==> src/rtl/ts_fm_mixer.sv <==
// ts_fm_mixer: TurboSound-FM chip select, bus steering and time-multiplexed stereo mixer (STEREO_MODE_EN adds the stereo layout register)
module ts_fm_mixer #(
  parameter int NCHIPS = 2,
  parameter int OUT_W = 16
) (
  input  logic                     CLK,
  input  logic                     RESET,
  input  logic                     CE_SAMPLE,
  input  logic                     BDIR,
  input  logic                     BC,
  input  logic [7:0]               DI,
  output logic [7:0]               DO,
  input  logic [8*NCHIPS-1:0]      CHIP_DO,
  output logic [NCHIPS-1:0]        CHIP_WE,
  output logic [NCHIPS-1:0]        CHIP_A0,
  input  logic [8*NCHIPS-1:0]      PSG_A,
  input  logic [8*NCHIPS-1:0]      PSG_B,
  input  logic [8*NCHIPS-1:0]      PSG_C,
  input  logic [12*NCHIPS-1:0]     FM,
  input  logic [NCHIPS-1:0]        PSG_ACT,
  output logic                     FM_ENA,
  output logic signed [OUT_W-1:0]  CHANNEL_L,
  output logic signed [OUT_W-1:0]  CHANNEL_R,
  output logic                     SAMPLE_VALID,
  output logic                     CLIP,
  output logic                     OVERRUN,
  output logic                     ACTIVE
);
  localparam int SW = NCHIPS > 1 ? $clog2(NCHIPS) : 1;
  localparam int AW = 14 + $clog2(NCHIPS);
  localparam int CW = AW > OUT_W ? AW : OUT_W;
  localparam logic signed [CW-1:0] MAXV = {{(CW-OUT_W+1){1'b0}}, {(OUT_W-1){1'b1}}};
  localparam logic signed [CW-1:0] MINV = ~MAXV;
  localparam logic [SW-1:0] SEL_RST = SW'(NCHIPS >= 2 ? 1 : 0);
  localparam logic [SW-1:0] LAST = SW'(NCHIPS - 1);
  typedef enum logic [1:0] {IDLE, ACCUM, SAT, OUT} state_t;
  state_t state, state_nx;
  logic [SW-1:0] sel, idx;
  logic stat_sel, fm_ena, lat_fm, cmd;
  logic [1:0] lat_mode;
  logic signed [AW-1:0] acc_l, acc_r, pa, pb, pc, fv, pl, pr, add_l, add_r;
  logic signed [CW-1:0] xl, xr;
  logic hi_l, lo_l, hi_r, lo_r;
`ifdef STEREO_MODE_EN
  logic [1:0] mode;
`else
  assign lat_mode = 2'd0;
`endif
  assign FM_ENA = fm_ena;
  assign ACTIVE = (|PSG_ACT) | fm_ena;
  // bus steering: write enables, address lines and read-back mux follow the selected chip
  always_comb begin
    cmd = BDIR & BC;
    DO = CHIP_DO[sel*8 +: 8];
    CHIP_WE = '0;
    CHIP_A0 = '0;
    for (int i = 0; i < NCHIPS; i++) begin
      CHIP_WE[i] = BDIR & (sel == SW'(i));
      CHIP_A0[i] = (BDIR & (sel == SW'(i))) ? ~BC : stat_sel;
    end
  end
  // command decode: select, status-select, FM enable and stereo layout registers
  always_ff @(posedge CLK or posedge RESET)
    if (RESET) begin
      sel <= SEL_RST;
      stat_sel <= 1'b1;
      fm_ena <= 1'b0;
`ifdef STEREO_MODE_EN
      mode <= 2'd0;
`endif
    end else if (cmd) begin
      if (DI[7:3] == 5'b11111) begin
        if (NCHIPS >= 2) sel <= SW'(DI[0]);
        stat_sel <= DI[1];
        fm_ena <= ~DI[2];
      end
      if (DI[7:3] == 5'b11100 && int'(DI[2:0]) < NCHIPS) sel <= DI[SW-1:0];
`ifdef STEREO_MODE_EN
      if (DI[7:2] == 6'b110100) mode <= DI[1:0];
`endif
    end
  // contribution of the chip currently addressed by idx, plus saturation of the running sums
  always_comb begin
    pa = {{(AW-8){1'b0}}, PSG_A[idx*8 +: 8]};
    pb = {{(AW-8){1'b0}}, PSG_B[idx*8 +: 8]};
    pc = {{(AW-8){1'b0}}, PSG_C[idx*8 +: 8]};
    fv = lat_fm ? {{(AW-12){FM[idx*12+11]}}, FM[idx*12 +: 12]} : '0;
    pl = lat_mode == 2'd1 ? pa + pa + pc : lat_mode == 2'd2 ? pa + pb + pc : pa + pa + pb;
    pr = lat_mode == 2'd1 ? pb + pb + pc : lat_mode == 2'd2 ? pa + pb + pc : pc + pc + pb;
    add_l = (PSG_ACT[idx] ? pl : '0) + fv;
    add_r = (PSG_ACT[idx] ? pr : '0) + fv;
    xl = CW'(acc_l);
    xr = CW'(acc_r);
    hi_l = xl > MAXV;
    lo_l = xl < MINV;
    hi_r = xr > MAXV;
    lo_r = xr < MINV;
  end
  // pass sequencer next state
  always_comb begin
    state_nx = state == IDLE ? (CE_SAMPLE ? ACCUM : IDLE) :
               state == ACCUM ? (idx == LAST ? SAT : ACCUM) :
               state == SAT ? OUT : IDLE;
  end
  // pass sequencer state register
  always_ff @(posedge CLK or posedge RESET)
    if (RESET) state <= IDLE;
    else state <= state_nx;
  // accumulation, latched pass settings and registered sample outputs
  always_ff @(posedge CLK or posedge RESET)
    if (RESET) begin
      idx <= '0;
      acc_l <= '0;
      acc_r <= '0;
      lat_fm <= 1'b0;
`ifdef STEREO_MODE_EN
      lat_mode <= 2'd0;
`endif
      CHANNEL_L <= '0;
      CHANNEL_R <= '0;
      SAMPLE_VALID <= 1'b0;
      CLIP <= 1'b0;
      OVERRUN <= 1'b0;
    end else begin
      OVERRUN <= CE_SAMPLE & (state != IDLE);
      SAMPLE_VALID <= state == SAT;
      if (state == IDLE && CE_SAMPLE) begin
        idx <= '0;
        acc_l <= '0;
        acc_r <= '0;
        lat_fm <= fm_ena;
`ifdef STEREO_MODE_EN
        lat_mode <= mode;
`endif
      end
      if (state == ACCUM) begin
        acc_l <= acc_l + add_l;
        acc_r <= acc_r + add_r;
        idx <= idx + 1'b1;
      end
      if (state == SAT) begin
        CHANNEL_L <= hi_l ? MAXV[OUT_W-1:0] : lo_l ? MINV[OUT_W-1:0] : xl[OUT_W-1:0];
        CHANNEL_R <= hi_r ? MAXV[OUT_W-1:0] : lo_r ? MINV[OUT_W-1:0] : xr[OUT_W-1:0];
        CLIP <= hi_l | lo_l | hi_r | lo_r;
      end
    end
endmodule

==> config.mk <==
export PLATFORM = sky130hd
export DESIGN_NAME = ts_fm_mixer
export DESIGN_NICKNAME = d
export VERILOG_FILES = /design/src/rtl/ts_fm_mixer.sv
export SDC_FILE = /design/constraint.sdc
export NUM_CORES = 1
export LEC_CHECK = 0
export CELL_PAD_IN_SITES_DETAIL_PLACEMENT = 1
export CELL_PAD_IN_SITES_GLOBAL_PLACEMENT = 2
export CORE_UTILIZATION = 33
export DETAILED_ROUTE_END_ITERATION = 10
export PLACE_DENSITY = 0.95
export SLEW_MARGIN = 15
export SYNTH_ARGS = -nofsm -noshare
export SYNTH_HDL_FRONTEND = slang
export SYNTH_SLANG_ARGS = --single-unit
==> constraint.sdc <==
create_clock -name CLK -period 12.35 [get_ports CLK]
set_input_delay 2.47 -clock CLK [delete_from_list [all_inputs] [get_ports CLK]]
set_output_delay 2.47 -clock CLK [all_outputs]
set_load 0.01 [all_outputs]
==> impl_metrics.yaml, run 1 <==
sta:
  hold_ws_ns: 0.507
  fmax_mhz: 139
  final-max-slew-violation-count: 0
  period_needed_ns: 7.20
  min_period_over_period_pct: 58.3
  finalClockSkew_ns: 0.00875
  worst_slack_ns: 5.15
  worstMarginPinSlew_ns: 1.11
  relSlewSlack_pct: 26.0
  fin_setup_tns_ns: 0
  rsz0062_at_grt: "no"
  final-hold-violation-count: 0
  setup_violations: 0
yosys:
  post_synth_inst_count: 537
  avgSynthCellArea_um2: 10.5
  yosysSeqAreaShare_pct: 31.7
  synth_nets: 712
  synth-async-reset-ratio_pct: 100
  syn_area_um2: 5610
  ys.flop_type: "dfrtp_1"
  netlist-cell-type-count: 62
  synth-edff-count: 0
  ys_ff_latch: 71
  yosysWarnings: 0
global_routing:
  grt_overflow: 0
  antenna_found_initial: 1
  grt_max_degree: 72
  grt_use_total_pct: 20.2
  grt_pass1_vias: 5327
  grt_pass1_wl_mm: 27.6
floorplan:
  chipHeight_um: 132
  fp.dieW_um: 132
  io_pins: 152
  design.die.area_um2: 17500
  start_util_pct: 33.9
  num_rows: 47
  core_um2: 16600
final_layout:
  nets: 856
  diodes: 0
  layout_commonest_cell: "clkdlybuf4s50_1"
  nFillCells: 1806
  area_growth_pct: 36.7
  fin_util_pct: 46.3
  drive_gt1_share_pct: 13.1
  final_cell_mix: "150 x clkdlybuf4s50_1, 68 x dfrtp_1, 54 x mux2_2"
  multi_input_area_um2: 3640
  regArea_um2: 1780
cts:
  postCtsSetupRepairBufs: 0
  cts_buffers: 9
  numClockSinks: 71
  cts_hold_buf: 0
  path_clk_slew_ns: 0.06
  clock_latency_ns: 0.35
  cts.repair.resized: 0
  cts_tree: "built"
  clockBufferDepth: 2
  htreeDepth: 3
  root_buffer: "clkbuf_16"
setup_path:
  path_delay_family: "compound AO/OA/AOI/OAI gates"
  endpoint_kind: "flop"
  slowest_stage: "fa_1"
  crit_required_ns: 12.59
  cp_data_arrival_time_ns: 7.44
  startpoint_type: "primary input"
  crit_path_max_incr_delay_ns: 0.44
  crit_chain: "clkdlybuf4s50_1 -> mux2i_1 -> inv_1 -> ha_1 -> a21o_1 -> a21oi_1 -> o21ai_1 -> a2111oi_0 -> nor3_1 -> mux2_1 -> fa_1 -> ha_1 -> a21oi_1 -> a22oi_2 -> a2111oi_2 -> o21ai_1 -> a31o_1 -> mux2_4"
  crit_fanout: 9
  crit_type: "primary input to flop"
  path_buf_inv: 2
place:
  numPortBuffers: 150
  gp_congestion: 0.901
  place_ws_ns: 4.72
  dp.final_hpwl_mm: 13.0
drt:
  vias: 4714
  wl_per_cell_um: 18.6
  ant_nets: 0
  via_per_inst: 5.20
  drc: 0
  finalWirelength_mm: 16.8
  drtIter0Drc: 174
  drtPass1Iterations: 4
pwr:
  irDropWorstVdd_mv: 0.122
  power.density_nw_per_um2: 303
  p_leak_nw: 3.38
job:
  drv_cap: 0
outcome:
  run_status: "complete, no violations"
worst_hold_path:
  hold_class: "flop to flop"
[flip-flops by register name, indices dropped and copies added, names as in the netlist, 2 cells and up]
signal,count
acc_l,15
state,2
acc_r,15
CHANNEL_R,16
CHANNEL_L,16
[kinds of logic after synthesis]
logic type | Yosys count | synth area share [%]
DFF | 71 | 31.7
xor gates and xnor gates | 21 | 3.52
AOI/OAI and AO/OA | 128 | 15.5
buffers and inverters | 45 | 3.61
muxes | 82 | 16.0
adders and majority gates | 72 | 19.3
other | 1 | 0.0668
and+or+nand+nor | 117 | 10.4
[area by class of cell]
class / instances / area share [%]
Timing Repair Buffer: 155 / 20.1
Sequential cell: 71 / 23.2
Inverter: 23 / 1.12
Tap cell: 220 / 3.59
Multi-Input combinational cell: 421 / 47.4
Clock buffer: 10 / 3.11
Clock inverter: 6 / 1.52
[cells in the mapped netlist, drive strengths merged, types with 2 or more instances]
library cell   n  area share [%]
a22oi          2            0.36
a21boi         3            0.40
or4            2            0.27
a2111oi        4            0.74
o211ai         4            0.62
a31oi          4            0.45
xor2           9             1.4
and3           3            0.33
buf            8            0.98
nand3          4            0.36
a21oi         18             1.6
fa            24             8.6
o21ai         42             3.7
xnor2         11             1.7
or3            6            0.67
dfrtp         69              31
inv           23             1.5
nor3          12             1.1
o21a           6            0.80
a21o          14             1.9
a311oi         2            0.31
mux2i         24             4.3
a32o           3            0.53
ha            48              11
nand4          3            0.33
mux2          58              12
a22o           6            0.94
dfstp          2            0.94
clkbuf        13            0.87
o21bai         6            0.80
nor2          21             1.4
nand2         34             2.3
a211oi         8             1.4
nor2b         25             2.8
nand2b         2            0.22
[final timing paths]
path / to / depth (start not counted) / slack, ns / start
setup / recovery: acc_r[14]$_DFFE_PP0P_ / 18 / 5.15 / PSG_B[10]
hold / removal: CHANNEL_R[11]$_DFFE_PP0P_ / 1 / 0.51 / CHANNEL_R[11]$_DFFE_PP0P_
setup reg to reg: acc_r[14]$_DFFE_PP0P_ / 17 / 6.42 / idx$_DFFE_PP0P_
hold reg to reg: CHANNEL_R[11]$_DFFE_PP0P_ / 1 / 0.51 / CHANNEL_R[11]$_DFFE_PP0P_
max in group asynchronous: idx$_DFFE_PP0P_ / 3 / 8.96 / RESET
min in group asynchronous: acc_l[13]$_DFFE_PP0P_ / 3 / 2.73 / RESET
[power breakdown]
group          internal, W  switching (W)
registers         0.000338       0.000114
clock network     0.000204       0.000109
logic             0.000737       0.000824
total              0.00128        0.00105
[per-layer routing]
layer	up-vias	part of all wire, %	global-route usage (%)	wire length (um)
met1	2309	44	25.0	7350
met3	25	6.3	4.48	1060
li1	2227	-	-	-
met2	153	48	34.3	8020
met5	-	0	0	0
met4	0	2.3	7.92	385
[per-stage QoR]
| step | instances | area, um^2 | power, W |
|---|---|---|---|
| 2_1_floorplan | 537 | 5610 | 0.00155 |
| 3_3_place_gp | 890 | 7320 | 0.00192 |
| 3_5_place_dp | 890 | 7320 | 0.00201 |
| 4_1_cts | 906 | 7670 | 0.00235 |
| 5_1_grt | 906 | 7670 | 0.00253 |
| 6_report | 906 | 7670 | 0.00232 |
[worst reg2reg max path, cell delays in order, from the launching register on]
cell	delay (ns)
dfrtp_2	1.10
mux2i_1	0.58
inv_1	0.14
ha_1	0.32
a21o_1	0.19
a21oi_1	0.23
o21ai_1	0.13
a2111oi_0	0.40
nor3_1	0.12
mux2_1	0.35
fa_1	0.44
ha_1	0.40
a21oi_1	0.21
a22oi_2	0.13
a2111oi_2	0.42
o21ai_1	0.15
a31o_1	0.23
mux2_4	0.25
No activity file was read; power rests on OpenSTA's default activity.
==> run 2, diff against run 1 <==
Settings changed: CORE_UTILIZATION 33 to 31, PLACE_DENSITY 0.95 to 0.92.
Clock period 12.35 ns to 6.9 ns, I/O delays scaled along.
==> impl_metrics.yaml, run 2 (synthesized netlist as in run 1, its figures left out) <==
outcome:
  run_status: "complete, no violations"
floorplan:
  io_pins: 152
  fp.dieW_um: 137
  design.die.area_um2: 18700
  chipHeight_um: 137
  core_um2: 17500
  num_rows: 48
  start_util_pct: 32.1
cts:
  htreeDepth: 3
  cts_hold_buf: 0
  root_buffer: "clkbuf_16"
  clockBufferDepth: 2
  cts.repair.resized: 0
  path_clk_slew_ns: 0.05
  cts_buffers: 9
  postCtsSetupRepairBufs: 0
  cts_tree: "built"
  clock_latency_ns: 0.35
  numClockSinks: 71
final_layout:
  fin_util_pct: 43.9
  reg_top3: "CHANNEL_L: 16 flops, CHANNEL_R: 16 flops"
  drive_gt1_share_pct: 13.2
  area_growth_pct: 36.7
  diodes: 0
  layout_commonest_cell: "clkdlybuf4s50_1"
  nFillCells: 1898
  nets: 858
  regArea_um2: 1780
  multi_input_area_um2: 3640
  final_area_um2: 7670
  final_cell_mix: "150 x clkdlybuf4s50_1, 68 x dfrtp_1, 54 x mux2_2"
place:
  placed_cell_area_um2: 7340
  dp.final_hpwl_mm: 13.4
  gp_congestion: 0.846
  numPortBuffers: 150
setup_path:
  endpoint_kind: "flop"
  cp_data_arrival_time_ns: 6.31
  crit_fanout: 9
  rrSetupSlack_ns: 1.36
  crit_required_ns: 7.13
  startpoint_type: "primary input"
  crit_type: "primary input to flop"
sta:
  relSlewSlack_pct: 19.6
  rsz0062_at_grt: "no"
  min_period_over_period_pct: 88.2
  finalClockSkew_ns: 0.0110
  fmax_mhz: 164
  worstMarginPinSlew_ns: 1.17
  final-max-slew-violation-count: 0
  final-hold-violation-count: 0
  setup_violations: 0
  fin_setup_tns_ns: 0
  period_needed_ns: 6.08
drt:
  drtPass1Iterations: 4
  finalWirelength_mm: 17.0
  drc: 0
  ant_nets: 0
  drtIter0Drc: 169
  via_per_inst: 5.14
  vias: 4688
  wl_per_cell_um: 18.7
pwr:
  power.density_nw_per_um2: 538
  p_leak_nw: 3.39
  irDropWorstVdd_mv: 0.214
global_routing:
  grt_use_total_pct: 19.4
  grt_pass1_wl_mm: 27.4
  grt_pass1_vias: 5260
  antenna_found_initial: 0
  grt_max_degree: 72
  grt_overflow: 0
worst_hold_path:
  hold_class: "flop to flop"
job:
  drv_cap: 0
-- run 2: cell count changes in the layout (fill, tap and decap cells not counted), sizes merged --
cell,before,now
clkbuf,10,12
clkinv,2,1
bufinv,3,2
inv,24,23
buf,5,7
-- run 2: cell type report --
| class | count | area share, % |
|---|---|---|
| tap | 225 | 3.67 |
| timing repair buffer | 157 | 20.3 |
| clock inverter | 3 | 0.848 |
| clock buffer | 12 | 3.47 |
| multi-input combinational | 421 | 47.4 |
| sequential | 71 | 23.2 |
| inverter | 23 | 1.13 |
-- run 2: routing by layer --
layer	vias to the layer above	share of wire, %	global-route usage (%)
met2	152	47	32.8
li1	2222	-	-
met3	15	7.7	5.74
met1	2299	44	23.9
met5	-	0	0
met4	0	1.5	5.19
-- run 2: path summary, 6_finish.rpt --
check / from / endpoint / cells after the start
worst min-delay path: CHANNEL_R[8]$_DFFE_PP0P_ / CHANNEL_R[8]$_DFFE_PP0P_ / 1
max in group asynchronous: RESET / idx$_DFFE_PP0P_ / 3
min in group asynchronous: RESET / CHANNEL_R[10]$_DFFE_PP0P_ / 3
worst min register to register: CHANNEL_R[8]$_DFFE_PP0P_ / CHANNEL_R[8]$_DFFE_PP0P_ / 1
worst max-delay path: PSG_B[10] / acc_r[14]$_DFFE_PP0P_ / 18
worst max register to register: idx$_DFFE_PP0P_ / acc_r[14]$_DFFE_PP0P_ / 17
-- run 2: through the flow --
stage / hold WS (ns) / instances / power, W / setup WS, ns
floorplan: 0.472 / 537 / 0.00278 / 1.31
global placement: 0.495 / 897 / 0.00346 / 0.629
detailed placement: 0.498 / 897 / 0.00360 / 0.447
CTS: 0.511 / 912 / 0.00416 / 0.809
global route: 0.525 / 912 / 0.00453 / 0.333
finish: 0.510 / 912 / 0.00413 / 0.818
-- run 2: report_power, final --
| part | switching [W] | internal (W) | total [W] |
|---|---|---|---|
| sequential | 0.000188 | 0.000605 | 0.000793 |
| combinational | 0.00149 | 0.00132 | 0.00281 |
| clock | 0.000180 | 0.000343 | 0.000524 |
| total | 0.00186 | 0.00227 | 0.00413 |
-- run 2: worst max-delay path: stages --
cell	delay (ns)
clkdlybuf4s50_1	0.43
mux2i_1	0.37
inv_1	0.12
ha_1	0.31
a21o_1	0.17
a21oi_1	0.23
o21ai_1	0.11
a2111oi_0	0.45
nor3_1	0.14
mux2_1	0.35
fa_1	0.44
ha_1	0.42
o211ai_1	0.15
a22oi_2	0.25
a2111oi_2	0.11
or3_1	0.40
a31o_1	0.22
mux2_4	0.25
==> run 3, diff against run 2 <==
Settings changed: CELL_PAD_IN_SITES_DETAIL_PLACEMENT 1 to not set, CELL_PAD_IN_SITES_GLOBAL_PLACEMENT 2 to not set, CORE_UTILIZATION 31 to 50, CTS_BUF_LIST set to sky130_fd_sc_hd__clkbuf_8 sky130_fd_sc_hd__clkbuf_16.
==> impl_metrics.yaml, run 3 (synthesized netlist as in run 1, its figures left out) <==
pwr:
  seq_power_share_pct: 20.0
  irDropWorstVdd_mv: 0.235
  internal_power_w: 0.00214
  comb_power_share_pct: 70.4
  p_sw_w: 0.00178
  power.density_nw_per_um2: 526
  power_frac_clock_pct: 9.6
  switching_share_pct: 45.3
  p_leak_nw: 3.34
sta:
  worstMarginPinSlew_ns: 0.909
  fmax_mhz: 168
  final-max-slew-violation-count: 0
  min_period_over_period_pct: 86.1
  hold_ws_ns: 0.510
  rsz0062_at_grt: "no"
  fin_setup_tns_ns: 0
  period_needed_ns: 5.94
  finalClockSkew_ns: 0.0100
  setup_violations: 0
  final-hold-violation-count: 0
  relSlewSlack_pct: 39.4
global_routing:
  antenna_found_initial: 0
  grt_use_total_pct: 25.7
  grt_max_degree: 72
  grt_overflow: 0
  grt_pass1_vias: 4949
  grt_pass1_wl_mm: 22.9
drt:
  drtPass1Iterations: 5
  ant_nets: 0
  wl_per_cell_um: 17.7
  drtIter0Drc: 217
  drc: 0
  vias: 4786
  finalWirelength_mm: 14.6
  via_per_inst: 5.79
setup_path:
  rr_startpoint: "idx$_DFFE_PP0P_"
  crit_fanout: 9
  rrSetupSlack_ns: 1.52
  startpoint_type: "primary input"
  cpMostUsedCell: "ha_1"
  r2r_end: "acc_l[13]$_DFFE_PP0P_"
  crit_type: "primary input to flop"
  slowest_stage: "a2111oi_0"
  crit_path_max_incr_delay_ns: 0.45
  crit_chain: "clkdlybuf4s50_1 -> mux2i_1 -> inv_1 -> ha_1 -> a21o_1 -> a21oi_1 -> o21ai_1 -> a2111oi_0 -> nor3_1 -> mux2_1 -> fa_1 -> ha_1 -> o211ai_1 -> a22oi_2 -> a2111oi_2 -> or3_1 -> a31o_1 -> mux2_4"
  reg2reg_depth: 17
  endpoint_kind: "flop"
  crit_required_ns: 7.15
  cp_data_arrival_time_ns: 6.19
place:
  dp.final_hpwl_mm: 11.6
  placed_cell_area_um2: 7230
  gp_congestion: 0.862
  numPortBuffers: 150
cts:
  htreeDepth: 3
  root_buffer: "clkbuf_8"
  postCtsSetupRepairBufs: 0
  clockBufferDepth: 2
  cts_hold_buf: 0
  cts_buffers: 9
  clock_latency_ns: 0.36
  numClockSinks: 71
  path_clk_slew_ns: 0.08
  cts_tree: "built"
  cts.repair.resized: 0
final_layout:
  layout_commonest_cell: "clkdlybuf4s50_1"
  final_cell_mix: "150 x clkdlybuf4s50_1, 68 x dfrtp_1, 54 x mux2_2"
  multi_input_area_um2: 3640
  nets: 857
  final_area_um2: 7450
  regArea_um2: 1780
  area_growth_pct: 32.7
  diodes: 0
  reg_top3: "CHANNEL_L: 16 flops, CHANNEL_R: 16 flops"
  drive_gt1_share_pct: 13.0
  nFillCells: 798
floorplan:
  num_rows: 38
  io_pins: 152
  start_util_pct: 51.6
  core_um2: 10900
  chipHeight_um: 108
  fp.dieW_um: 108
  design.die.area_um2: 11700
job:
  drv_cap: 0
worst_hold_path:
  hold_class: "flop to flop"
  min_to: "CHANNEL_L[2]$_DFFE_PP0P_"
  min_from: "CHANNEL_L[2]$_DFFE_PP0P_"
  whs_path_depth: 1
outcome:
  run_status: "complete, no violations"
run 3: cell count changes in the layout (fill, tap and decap cells not counted):
| cell | previous run | this run |
|---|---|---|
| clkbuf_16 | 9 | 0 |
| clkbuf_8 | 3 | 11 |
| inv_1 | 22 | 24 |
| buf_4 | 7 | 6 |
run 3: worst max path at each step:
stage | start | to | depth (start not counted)
after detailed placement | PSG_B[10] | acc_r[14]$_DFFE_PP0P_ | 18
after global routing | PSG_B[10] | acc_r[14]$_DFFE_PP0P_ | 18
after CTS | PSG_B[10] | acc_r[14]$_DFFE_PP0P_ | 18
after global placement | PSG_B[10] | acc_r[14]$_DFFE_PP0P_ | 18
after floorplan | PSG_B[10] | acc_r[14]$_DFFE_PP0P_ | 18
final | PSG_B[10] | acc_r[14]$_DFFE_PP0P_ | 18
run 3: layout make-up:
class                      instances  area share [%]
sequential                        71            23.9
multi-input combinational        421            48.8
timing repair buffer             156            20.8
inverter                          23            1.16
clock inverter                     5           0.974
tap                              140            2.35
clock buffer                      11            2.03
run 3: metrics by stage:
step,std cells,utilization [%],setup slack (ns),total power (W)
finish,827,68.4,0.957,0.00392
floorplan,537,-,1.31,0.00278
CTS,827,68.4,0.970,0.00391
global route,827,68.4,0.589,0.00423
global placement,811,66.4,0.668,0.00339
detailed placement,811,66.4,0.578,0.00351
run 3: power by group through the flow:
stage	clock network, W	logic, W	registers, W
after global placement	0	0.00261	0.000780
after detailed placement	0	0.00272	0.000790
after CTS	0.000384	0.00274	0.000784
final	0.000377	0.00276	0.000782
after floorplan	0	0.00203	0.000755
after global routing	0.000398	0.00303	0.000808
run 3: critical path, delay by kind of cell:
family / cells / cell delay (ns)
AO/OA/AOI/OAI: 8 / 1.65
adder cells (fa/ha/maj): 3 / 1.17
multiplexers: 3 / 0.96
AND/OR/NAND/NOR: 2 / 0.52
buffers and inverters: 2 / 0.51
run 3: routing by layer:
| layer | track usage [%] | wire length (um) | vias to the layer above |
|---|---|---|---|
| met5 | 0 | 0 | - |
| met4 | 12.9 | 513 | 0 |
| met3 | 5.18 | 1060 | 41 |
| met2 | 44.5 | 7050 | 233 |
| met1 | 30.3 | 6020 | 2282 |
| li1 | - | - | 2230 |
